File: config.mk
export PLATFORM = sky130hd
export DESIGN_NAME = tlb_isr_req_splitter_flat
export DESIGN_NICKNAME = d
export VERILOG_FILES = /design/src/rtl/tlb_isr_req_splitter_if.sv /design/src/rtl/tlb_isr_req_splitter.sv /design/src/flat_wrapper.sv
export SDC_FILE = /design/constraint.sdc
export NUM_CORES = 1
export LEC_CHECK = 0
export ABC_CLOCK_PERIOD_IN_PS = 25100
export BUFFER_PORTS_ARGS = -buffer_cell sky130_fd_sc_hd__buf_2
export CORE_AREA = 2 2 158 160
export CTS_BUF_LIST = sky130_fd_sc_hd__clkbuf_8
export DETAILED_ROUTE_END_ITERATION = 7
export DIE_AREA = 0 0 160 162
export PLACE_DENSITY = 0.89
export SLEW_MARGIN = 20
export SYNTH_ARGS = -nofsm -noshare
export SYNTH_HDL_FRONTEND = slang
export SYNTH_SLANG_ARGS = --single-unit
File: constraint.sdc
create_clock -name aclk -period 25.1 [get_ports aclk]
set_clock_uncertainty 0.1 [all_clocks]
set_input_delay 1.255 -clock aclk [delete_from_list [all_inputs] [get_ports aclk]]
set_output_delay 1.255 -clock aclk [all_outputs]
set_load 0.05 [all_outputs]
File: src/rtl/tlb_isr_req_splitter_if.sv
// Request/chunk handshake bundle used on both sides of the ISR TLB splitter.
// The same shape serves input requests (slave) and output chunks (master).
interface tlb_isr_req_splitter_if #(
    parameter int PADDR_BITS = 48,
    parameter int LEN_BITS   = 28,
    parameter int DEST_BITS  = 4
) ();
    logic                  valid;
    logic                  ready;
    logic [PADDR_BITS-1:0] paddr_host;
    logic [PADDR_BITS-1:0] paddr_card;
    logic [LEN_BITS-1:0]   len;
    logic                  last;
    logic [DEST_BITS-1:0]  dest;
    logic                  done;

    modport master (
        output valid, paddr_host, paddr_card, len, last, dest,
        input  ready, done
    );

    modport slave (
        input  valid, paddr_host, paddr_card, len, last, dest,
        output ready, done
    );
endinterface

File: src/rtl/tlb_isr_req_splitter.sv
// Splits translated DMA requests into page- and size-bounded chunks and folds chunk completions
// back into one per-request completion. Optional stat counters: TLB_SPLIT_STATS_EN.
module tlb_isr_req_splitter #(
    parameter int PADDR_BITS     = 48,
    parameter int LEN_BITS       = 28,
    parameter int DEST_BITS      = 4,
    parameter int PG_BITS        = 21,
    parameter int MAX_CHUNK_BITS = 12,
    parameter int N_OUTSTANDING  = 16
) (
    input  logic        aclk,
    input  logic        aresetn,
    tlb_isr_req_splitter_if.slave  s,
    tlb_isr_req_splitter_if.master m,
    output logic        err_done_underflow,
    output logic [31:0] stat_reqs,
    output logic [31:0] stat_chunks
);

    localparam int LW = LEN_BITS + 1;
    localparam int PW = $clog2(N_OUTSTANDING);
    localparam logic [LW-1:0] PG_SIZE    = LW'(1) << PG_BITS;
    localparam logic [LW-1:0] CHUNK_MAX  = LW'(1) << MAX_CHUNK_BITS;
    localparam logic [PW:0]   FIFO_DEPTH = (PW+1)'(N_OUTSTANDING);

    typedef enum logic {
        IDLE  = 1'b0,
        SPLIT = 1'b1
    } state_t;

    state_t state_q, state_d;

    logic [PADDR_BITS-1:0] host_q, card_q;
    logic [LEN_BITS-1:0]   rem_q;
    logic                  last_q;
    logic [DEST_BITS-1:0]  dest_q;

    logic [N_OUTSTANDING-1:0] fifo_q;
    logic [PW-1:0]            wr_q, rd_q;
    logic [PW:0]              cnt_q;
    logic                     s_done_q;

    logic [LW-1:0] host_room, card_room, chunk;
    logic          final_chunk, chunk_last;
    logic          full, accept, issue, pop;

    function automatic logic [LW-1:0] min2(input logic [LW-1:0] a, input logic [LW-1:0] b);
        return (a < b) ? a : b;
    endfunction

    assign host_room   = PG_SIZE - LW'(host_q[PG_BITS-1:0]);
    assign card_room   = PG_SIZE - LW'(card_q[PG_BITS-1:0]);
    assign chunk       = min2(min2({1'b0, rem_q}, CHUNK_MAX), min2(host_room, card_room));
    assign final_chunk = (chunk == {1'b0, rem_q});
    assign chunk_last  = last_q & final_chunk;

    assign full = (cnt_q == FIFO_DEPTH);
    assign pop  = m.done && (cnt_q != '0);

    always_ff @(posedge aclk or negedge aresetn) begin
        if (!aresetn) state_q <= IDLE;
        else          state_q <= state_d;
    end

    always_comb begin
        state_d = state_q;
        s.ready = 1'b0;
        m.valid = 1'b0;
        accept  = 1'b0;
        issue   = 1'b0;
        case (state_q)
            IDLE: begin
                s.ready = 1'b1;
                if (s.valid) begin
                    accept = 1'b1;
                    if (s.len != '0) state_d = SPLIT;
                end
            end
            SPLIT: begin
                // FIFO-full is the only stall; downstream ready alone never gates m_valid
                m.valid = !full;
                if (!full && m.ready) begin
                    issue = 1'b1;
                    if (final_chunk) state_d = IDLE;
                end
            end
            default: state_d = IDLE;
        endcase
    end

    assign m.paddr_host = host_q;
    assign m.paddr_card = card_q;
    assign m.len        = chunk[LEN_BITS-1:0];
    assign m.last       = chunk_last;
    assign m.dest       = dest_q;
    assign s.done       = s_done_q;

    always_ff @(posedge aclk or negedge aresetn) begin
        if (!aresetn) begin
            host_q <= '0;
            card_q <= '0;
            rem_q  <= '0;
            last_q <= 1'b0;
            dest_q <= '0;
        end else if (accept) begin
            host_q <= s.paddr_host;
            card_q <= s.paddr_card;
            rem_q  <= s.len;
            last_q <= s.last;
            dest_q <= s.dest;
        end else if (issue) begin
            host_q <= host_q + PADDR_BITS'(chunk);
            card_q <= card_q + PADDR_BITS'(chunk);
            rem_q  <= rem_q - chunk[LEN_BITS-1:0];
        end
    end

    always_ff @(posedge aclk or negedge aresetn) begin
        if (!aresetn) begin
            fifo_q             <= '0;
            wr_q               <= '0;
            rd_q               <= '0;
            cnt_q              <= '0;
            s_done_q           <= 1'b0;
            err_done_underflow <= 1'b0;
        end else begin
            if (issue) begin
                fifo_q[wr_q] <= chunk_last;
                wr_q         <= wr_q + 1'b1;
            end
            if (pop) rd_q <= rd_q + 1'b1;
            s_done_q <= pop & fifo_q[rd_q];
            case ({issue, pop})
                2'b10:   cnt_q <= cnt_q + 1'b1;
                2'b01:   cnt_q <= cnt_q - 1'b1;
                default: cnt_q <= cnt_q;
            endcase
            if (m.done && (cnt_q == '0)) err_done_underflow <= 1'b1;
        end
    end

`ifdef TLB_SPLIT_STATS_EN
    always_ff @(posedge aclk or negedge aresetn) begin
        if (!aresetn) begin
            stat_reqs   <= '0;
            stat_chunks <= '0;
        end else begin
            if (accept) stat_reqs   <= stat_reqs + 32'd1;
            if (issue)  stat_chunks <= stat_chunks + 32'd1;
        end
    end
`else
    assign stat_reqs   = '0;
    assign stat_chunks = '0;
`endif

endmodule

File: src/flat_wrapper.sv
// flat-port wrapper written by rule: the top's interface ports become plain ports
module tlb_isr_req_splitter_flat 
#(
    parameter int PADDR_BITS     = 48,
    parameter int LEN_BITS       = 28,
    parameter int DEST_BITS      = 4,
    parameter int PG_BITS        = 21,
    parameter int MAX_CHUNK_BITS = 12,
    parameter int N_OUTSTANDING  = 16
)
  (aclk, aresetn, err_done_underflow, stat_reqs, stat_chunks, s_valid, s_paddr_host, s_paddr_card, s_len, s_last, s_dest, s_ready, s_done, m_valid, m_paddr_host, m_paddr_card, m_len, m_last, m_dest, m_ready, m_done);
  tlb_isr_req_splitter_if #(.PADDR_BITS(PADDR_BITS), .LEN_BITS(LEN_BITS), .DEST_BITS(DEST_BITS)) s_i ();
  tlb_isr_req_splitter_if #(.PADDR_BITS(PADDR_BITS), .LEN_BITS(LEN_BITS), .DEST_BITS(DEST_BITS)) m_i ();
  input  logic aclk;
  input  logic aresetn;
  output logic err_done_underflow;
  output logic [31:0] stat_reqs;
  output logic [31:0] stat_chunks;
  input wire logic [$bits(s_i.valid)-1:0] s_valid;
  input wire logic [$bits(s_i.paddr_host)-1:0] s_paddr_host;
  input wire logic [$bits(s_i.paddr_card)-1:0] s_paddr_card;
  input wire logic [$bits(s_i.len)-1:0] s_len;
  input wire logic [$bits(s_i.last)-1:0] s_last;
  input wire logic [$bits(s_i.dest)-1:0] s_dest;
  output wire logic [$bits(s_i.ready)-1:0] s_ready;
  output wire logic [$bits(s_i.done)-1:0] s_done;
  output wire logic [$bits(m_i.valid)-1:0] m_valid;
  output wire logic [$bits(m_i.paddr_host)-1:0] m_paddr_host;
  output wire logic [$bits(m_i.paddr_card)-1:0] m_paddr_card;
  output wire logic [$bits(m_i.len)-1:0] m_len;
  output wire logic [$bits(m_i.last)-1:0] m_last;
  output wire logic [$bits(m_i.dest)-1:0] m_dest;
  input wire logic [$bits(m_i.ready)-1:0] m_ready;
  input wire logic [$bits(m_i.done)-1:0] m_done;
  assign s_i.valid = s_valid;
  assign s_i.paddr_host = s_paddr_host;
  assign s_i.paddr_card = s_paddr_card;
  assign s_i.len = s_len;
  assign s_i.last = s_last;
  assign s_i.dest = s_dest;
  assign s_ready = s_i.ready;
  assign s_done = s_i.done;
  assign m_valid = m_i.valid;
  assign m_paddr_host = m_i.paddr_host;
  assign m_paddr_card = m_i.paddr_card;
  assign m_len = m_i.len;
  assign m_last = m_i.last;
  assign m_dest = m_i.dest;
  assign m_i.ready = m_ready;
  assign m_i.done = m_done;
  tlb_isr_req_splitter #(.PADDR_BITS(PADDR_BITS), .LEN_BITS(LEN_BITS), .DEST_BITS(DEST_BITS), .PG_BITS(PG_BITS), .MAX_CHUNK_BITS(MAX_CHUNK_BITS), .N_OUTSTANDING(N_OUTSTANDING)) u_core (.aclk(aclk), .aresetn(aresetn), .s(s_i), .m(m_i), .err_done_underflow(err_done_underflow), .stat_reqs(stat_reqs), .stat_chunks(stat_chunks));
endmodule
==> results of run 1 <==
how the worst max path moves through the flow:
stage                                         end  slack, ps  cells past startpoint
final                                      m_last      13830                     37
after detailed placement                   m_last      14610                     37
after floorplan           u_core.m.paddr_card[47]      15160                     41
after CTS                                  m_last      14060                     37
after global placement                     m_last      14910                     37
after global routing                       m_last      13260                     40
critical path: cells and delay by family (launching register included):
family          cells  cell delay, ps
simple gates       17            3610
compound gates     10            2470
buf+inv             5            1270
fa+ha+maj           3             970
flops               1             490
mux                 1             380
xor+xnor            1             250
through the flow:
stage               hold WS [ps]  cells
finish                       362   2381
global route                 413   2381
CTS                          363   2378
detailed placement           343   2346
global placement             339   2346
floorplan                    346   1895
final cells by class:
cell class | instances | area share [%]
antenna | 3 | 0.0452
clock buffer | 17 | 1.41
clock inverter | 15 | 1.15
inverter | 61 | 1.39
multi-input combinational | 1529 | 60.9
sequential | 161 | 24.3
tap | 324 | 2.44
timing repair buffer | 271 | 8.38
state kept, by name, summed over array words and instances (netlist names):
signal	flops
u_core.cnt_q	5
u_core.err_done_underflow	1
u_core.fifo_q	16
u_core.last_q	1
u_core.m.dest	4
u_core.m.paddr_card	48
u_core.m.paddr_host	48
u_core.rd_q	4
u_core.rem_q	28
u_core.s.done	1
u_core.state_q	1
u_core.wr_q	4
per-layer routing:
layer  global-route usage [%]  part of all wire, %  vias to the layer above
li1                         -                    -                     6981
met1                     45.9                   41                     7010
met2                     54.1                   45                      773
met3                     5.13                  8.9                      123
met4                     16.7                  4.3                        0
met5                        0                    0                        -
logic make-up after synthesis:
kind of cell / Yosys count / synth area share, %
buf+inv: 205 / 7.01
xor+xnor: 106 / 6.27
other cells: 2 / 0.0507
fa+ha+maj: 141 / 12.1
compound gates: 578 / 25.8
mux: 34 / 2.74
flops: 161 / 27.2
simple gates: 574 / 18.8
cells in the final DEF, fill, tap and decap left out, drive strengths merged, types with 18 or more instances in the layout:
| cell | n |
|---|---|
| and3 | 22 |
| nand2 | 200 |
| a22oi | 54 |
| xor2 | 51 |
| a31oi | 26 |
| nor2 | 122 |
| a21oi | 125 |
| buf | 271 |
| nor4 | 28 |
| dfrtp | 161 |
| nor3 | 25 |
| nand2b | 25 |
| nor2b | 22 |
| nand4 | 26 |
| o311ai | 25 |
| nand3 | 44 |
| xnor2 | 55 |
| a21o | 71 |
| conb | 96 |
| o31ai | 24 |
| o21a | 18 |
| ha | 137 |
| inv | 68 |
| o21ai | 138 |
| mux2i | 18 |
==> qor.txt, run 1 <==
Post-synth top flop: dfrtp_1
Vias: 14900
Avg Inst Size Synth: 8.22 sq um
EDFF count, synth: 0
CTS Sinks: 161
Final worst slack: 13830 ps
Post_cts resized: 0
Hold-fix buffers, CTS: 0
Dpl cell area: 16200 sq um
Share of flip-flops with an asynchronous set or reset: 100%
Post-route ant nets: 0
Part of the cycle the worst path needs: 44.9%
CTS tree: yes
Reg clk slew, reported paths: 110 ps
Hold Startpoint: u_core.err_done_underflow
Register-to-Register Path Depth: 39
First-pass GRT wire length: 71.8 mm
Worst r2r src: u_core.m.paddr_card[0]
I/O pin count: 331
Die area: 25900 sq um
Element type at the critical path end: output port
Remaining global-route overflow: 0
Final min period: 11270 ps
Starting Density: 61.4%
Setup Buffers After CTS: 0
Worst EP arrival: 9920 ps
Crit-path most repeated cell: a21oi_1
Die Width: 160 microns
RSZ-0062 raised after global routing: false
Cells after Synth: 1801
Status: finished, final reports clean
Initial antenna violation count: 3
Post-route core utilization: 68.8%
Commonest cells post-synth: 199 x nand2_1, 161 x dfrtp_1, 137 x ha_1
Yosys warning count: 0
Worst-margin pin slew: 995 ps
Synth area leader: dfrtp_1
WS Path Type: register to output port
Hold-critical path depth: 1
WL final: 45.2 mm
Final instance area: 16600 sq um
Worst hold path type: register to register
Clock Latency Late Sink: 490 ps
First drt pass iteration count: 8
Hold Path End: u_core.err_done_underflow
Sum Neg Setup Slack: 0 ps
Peak Freq: 88.7 MHz
Die height: 162 microns
DRT iter0 DRCs: 1328
Htree depth: 4
Critical Path RT: 23740 ps
CTS Buffer Depth: 2
Routed len/inst: 19.0 microns
Endpoints failing setup: 0
Area share of the largest cell type after synthesis: 27.2%
Slew Limit Fails: 0
Top-count cell post-synth: nand2_1
Fill cell count: 1957
Largest net degree at the start of global routing: 96
Vias in the first global route: 14000
Seq/Total Area, Yosys: 27.2%
Worst R2R Setup Slack: 14370 ps
GRT Util Overall: 34.1%
Worst setup SP type: register
R2r endpoint: u_core.m.paddr_card[46]
Final GP Congestion: 0.966
Input/output buffers: 260
Layout overhead on the synthesized area: 12.1%
Area of the multi-input gates: 10100 sq um
Std-Cell Rows: 57
Share of layout cells above drive strength 1: 17.3%
Hold Vio Cnt, Final: 0
Maxcap violations: 0
CP startpoint: u_core.m.paddr_card[0]
Layout Nets: 2316
Slowest-stage cell, CP: or4_1
Crit path max fanout: 27
Core area: 24100 sq um
DR vias/cell: 6.25
CP peak stage delay: 610 ps
DRC: 0
Sequential cell area: 4030 sq um
Post-place setup slack: 14610 ps
Clock buffer count from CTS: 17
Clock tree root driver cell: clkbuf_8
Cell area after synthesis: 14800 sq um
Post-synthesis register bit count: 161
Distinct cells, synth: 82
Worst slew margin: 33.6%
Top cells by area, synth: dfrtp_1 27%, ha_1 12%, nand2_1 5.0%, o21ai_0 4.5%, a21oi_1 4.2%
HPWL after DPL: 34.2 mm
Power of run 1 is left out: the tool's default activity adds up to more than one toggle a clock period on the data nets, which glitch-free logic cannot reach.
==> inputs of run 2 (changes only) <==
- ABC_CLOCK_PERIOD_IN_PS: 25100 -> 10400
- CORE_AREA: 2 2 158 160 -> 2 2 165 167
- DIE_AREA: 0 0 160 162 -> 0 0 167 169
- PLACE_DENSITY: 0.89 -> 0.82
- clock period: 25.1 -> 10.4 ns (I/O delays scaled with it)
==> run 2 against run 1 <==
Effect of this change:
- core utilization decreased by 5.9 points
- first-iteration DRC count increased by 2.4%
- sequential share of layout area decreased by 0.13 points
- via count about the same
- worst hold slack got worse by 360 ps
- final cell count increased by 1.0%
- critical path depth increased by 3
- global-route usage decreased by 2.6 points
- critical endpoint is now u_core.rem_q[27]
- largest cell class unchanged
- highest routed layer unchanged
==> qor.txt, run 2 (synthesis results as in run 1) <==
Critical path capture point: u_core.rem_q[27]
Clock Latency Late Sink: 480 ps
Post-route core utilization: 63.0%
WS Path Type: register to register
DRT iter0 DRCs: 1360
Sum Neg Setup Slack: 0 ps
I/O pin count: 331
CTS Buffer Depth: 2
Worst slew margin: 34.8%
Maxcap violations: 0
Clock tree root driver cell: clkbuf_8
Worst EP arrival: 10110 ps
WL final: 46.0 mm
Element type at the critical path end: register
Final GP Congestion: 1.01
Dpl cell area: 16300 sq um
Worst setup SP type: register
Share of layout cells above drive strength 1: 17.8%
Setup Buffers After CTS: 0
Most frequent cells in the layout: 259 x buf_2, 198 x nand2_1, 161 x dfrtp_1
Routed len/inst: 19.1 microns
Largest net degree at the start of global routing: 90
Starting Density: 55.9%
Vias: 14900
GRT Util Overall: 31.4%
Crit path max fanout: 43
DR vias/cell: 6.19
Most common cell after layout, fill and taps aside: buf_2
CTS Sinks: 161
Crit-path most repeated cell: a21oi_1
Slowest-stage cell, CP: or4_1
Worst hold path type: input pin to async pin
HPWL after DPL: 35.1 mm
R2r endpoint: u_core.rem_q[27]
First-pass GRT wire length: 71.7 mm
Final non-filler cell total: 2405
Vias in the first global route: 13600
Fill cell count: 2400
CP peak stage delay: 590 ps
CTS tree: yes
CP startpoint: u_core.m.paddr_card[0]
Htree depth: 4
Endpoints failing setup: 0
DRC: 0
Status: finished, final reports clean
Post-route ant nets: 0
Input/output buffers: 260
Critical Path RT: 10660 ps
Worst r2r src: u_core.m.paddr_card[0]
First drt pass iteration count: 5
Slew Limit Fails: 0
Clock buffer count from CTS: 17
Hold Vio Cnt, Final: 0
Part of the cycle the worst path needs: 94.6%
Final instance area: 16700 sq um
Worst-margin pin slew: 979 ps
Die area: 28200 sq um
Placed cell count: 2372
Layout overhead on the synthesized area: 12.7%
Std-Cell Rows: 60
Peak Freq: 102 MHz
Worst R2R Setup Slack: 560 ps
Core area: 26500 sq um
Die height: 169 microns
RSZ-0062 raised after global routing: false
Register-to-Register Path Depth: 40
Die Width: 167 microns
Layout Nets: 2325
Final min period: 9840 ps
Remaining global-route overflow: 0
Reg clk slew, reported paths: 110 ps
Initial antenna violation count: 2
-- run 2: worst min path at each step --
stage | from | end | slack [ps] | depth (start not counted)
global placement | u_core.err_done_underflow | u_core.err_done_underflow | 340 | 1
global route | aresetn | u_core.m.paddr_card[18] | 60 | 1
finish | aresetn | u_core.rem_q[9] | 5 | 1
detailed placement | u_core.err_done_underflow | u_core.err_done_underflow | 350 | 1
CTS | aresetn | u_core.rem_q[12] | 20 | 1
floorplan | aresetn | u_core.cnt_q[0] | 120 | 0
-- run 2: stage by stage --
| stage | setup WS, ps | hold WS, ps |
|---|---|---|
| floorplan | 463 | 124 |
| detailed placement | 727 | 346 |
| CTS | 647 | 24.2 |
| global route | 10.8 | 64.1 |
| finish | 557 | 4.86 |
| global placement | 1040 | 337 |
-- run 2: cell type report --
type / instances / area, sq um / share of cell area (%)
repair buffers: 280 / 1460 / 8.77
multi-input cells: 1529 / 10100 / 60.7
flip-flops and latches: 161 / 4030 / 24.1
diodes: 2 / 5.00 / 0.0300
clock inverters: 14 / 164 / 0.982
clock buffers: 17 / 234 / 1.40
inverters: 61 / 231 / 1.39
well taps: 341 / 427 / 2.56
-- run 2: worst max-delay path, delay by kind of cell, from the launching register on --
kind	cells	cell delay [ps]
buffers and inverters	2	550
XOR/XNOR	1	230
multiplexers	1	400
flip-flops	1	480
adder cells (fa/ha/maj)	3	900
AND/OR/NAND/NOR	16	2800
AO/OA/AOI/OAI	17	4260
-- run 2: routing by layer --
layer  global-route usage (%)  vias up  part of all wire, %
met5                        0        -                    0
met1                     41.8     7130                   43
met3                     4.12       86                  7.0
met2                     52.5      673                   47
met4                     11.7        0                  2.9
li1                         -     7002                    -
-- run 2: repair_timing --
action | CTS | global route
hold buffers | 0 | 0
endpoints found under the setup margin | 0 | 23
gates resized for setup | 0 | 6
Power of run 2 is left out for the same reason.
==> inputs of run 3 (changes only) <==
- HOLD_SLACK_MARGIN: default -> 0.03
- PLACE_DENSITY: 0.82 -> default
- PLACE_DENSITY_LB_ADDON: default -> 0.05
==> run 3 against run 2 <==
Effect of this change:
- die area is the same
- register-to-register slack better by 70 ps
- global-route usage is 0.22 points lower
- critical path depth is 2 lower
- wire length shrank 1.4%
- non-clock buffer count is 4 lower
- worst setup slack better by 73 ps
- maximum frequency rose by 0.74%
- via count fell by 2.3%
- flip-flop and latch count is the same
- critical path type unchanged
==> qor.txt, run 3 (synthesis results as in run 1) <==
CTS Buffer Depth: 2
Final min period: 9770 ps
Slowest-stage cell, CP: mux2i_1
Remaining global-route overflow: 0
CP startpoint: u_core.m.paddr_card[0]
Starting Density: 55.9%
DR vias/cell: 6.05
Clock Latency Late Sink: 490 ps
Worst EP arrival: 10000 ps
I/O pin count: 331
Final GP Congestion: 0.959
Layout Nets: 2321
Clock tree root driver cell: clkbuf_8
Std-Cell Rows: 60
Crit path max fanout: 23
Critical Path RT: 10630 ps
Worst hold path type: input pin to async pin
Htree depth: 4
Worst slew margin: 26.2%
CTS tree: yes
Worst setup SP type: register
Worst r2r src: u_core.m.paddr_card[0]
Hold-fix buffers, CTS: 0
CTS Sinks: 161
Worst R2R Setup Slack: 630 ps
Die Width: 167 microns
Post-route ant nets: 0
DRC: 0
R2r endpoint: u_core.m.paddr_host[23]
Status: finished, final reports clean
CP peak stage delay: 610 ps
Register-to-Register Path Depth: 38
Input/output buffers: 260
Largest net degree at the start of global routing: 98
WS Path Type: register to register
Element type at the critical path end: register
Crit-path most repeated cell: o21ai_0
Worst-margin pin slew: 1100 ps
Fill cell count: 2484
Die area: 28200 sq um
Vias in the first global route: 13600
WL final: 45.4 mm
Hold Vio Cnt, Final: 0
GRT Util Overall: 31.2%
Share of layout cells above drive strength 1: 17.8%
Sum Neg Setup Slack: 0 ps
Clock buffer count from CTS: 17
Reg clk slew, reported paths: 110 ps
Part of the cycle the worst path needs: 93.9%
Most frequent cells in the layout: 259 x buf_2, 198 x nand2_1, 161 x dfrtp_1
Maxcap violations: 0
HPWL after DPL: 34.4 mm
Endpoints failing setup: 0
First drt pass iteration count: 8
First-pass GRT wire length: 71.1 mm
Vias: 14500
Most common cell after layout, fill and taps aside: buf_2
Peak Freq: 102 MHz
Slew Limit Fails: 0
Routed len/inst: 18.9 microns
Die height: 169 microns
DRT iter0 DRCs: 985
Core area: 26500 sq um
Layout overhead on the synthesized area: 12.8%
Initial antenna violation count: 3
==> run 3: per-layer routing <==
layer / track usage, % / share of wire, %
met1: 41.8 / 44
met5: 0 / 0
met4: 11.7 / 2.9
met2: 51.4 / 47
met3: 4.51 / 6.2
==> run 3: area by class of cell <==
type / instances / area [sq um] / share of cell area (%)
clock buffers: 18 / 248 / 1.48
clock inverters: 14 / 158 / 0.944
flip-flops and latches: 161 / 4030 / 24.1
multi-input cells: 1529 / 10100 / 60.8
diodes: 3 / 7.51 / 0.0450
well taps: 341 / 427 / 2.56
inverters: 61 / 231 / 1.39
repair buffers: 276 / 1450 / 8.66
==> run 3: through the flow <==
stage | cell area (sq um) | utilization (%) | hold WS [ps] | std cells | worst slack [ps]
4_1_cts | 16600 | 62.7 | 57.2 | 2398 | 478
2_1_floorplan | 15200 | - | 124 | 1895 | 463
5_1_grt | 16700 | 63.0 | 98.0 | 2403 | -18.4
3_3_place_gp | 16200 | 61.2 | 337 | 2366 | 871
3_5_place_dp | 16200 | 61.2 | 345 | 2366 | 568
6_report | 16700 | 63.0 | 38.9 | 2403 | 629
==> run 3: repair_timing <==
| item | 4_1_cts | 5_1_grt |
|---|---|---|
| setup buffers | 0 | 1 |
| setup endpoints to repair | 0 | 34 |
| resized for setup | 0 | 10 |
| endpoints found under the hold margin | 0 | 0 |
==> run 3: worst max-delay path by stage <==
stage                              end  slack [ps]  cells past startpoint
3_3_place_gp   u_core.m.paddr_host[42]         870                     42
6_report       u_core.m.paddr_host[23]         630                     38
2_1_floorplan  u_core.m.paddr_card[47]         460                     41
3_5_place_dp   u_core.m.paddr_host[40]         570                     40
5_1_grt                         m_last         -20                     38
4_1_cts                         m_last         480                     35
==> run 3: critical path, delay by kind of cell, from the launching register on <==
kind	cells	cell delay (ps)
AO/OA/AOI/OAI	18	3890
AND/OR/NAND/NOR	12	2590
adder cells (fa/ha/maj)	3	1000
multiplexers	1	610
flip-flops	1	490
buffers and inverters	2	480
XOR/XNOR	2	430
Power of run 3 is left out for the same reason.
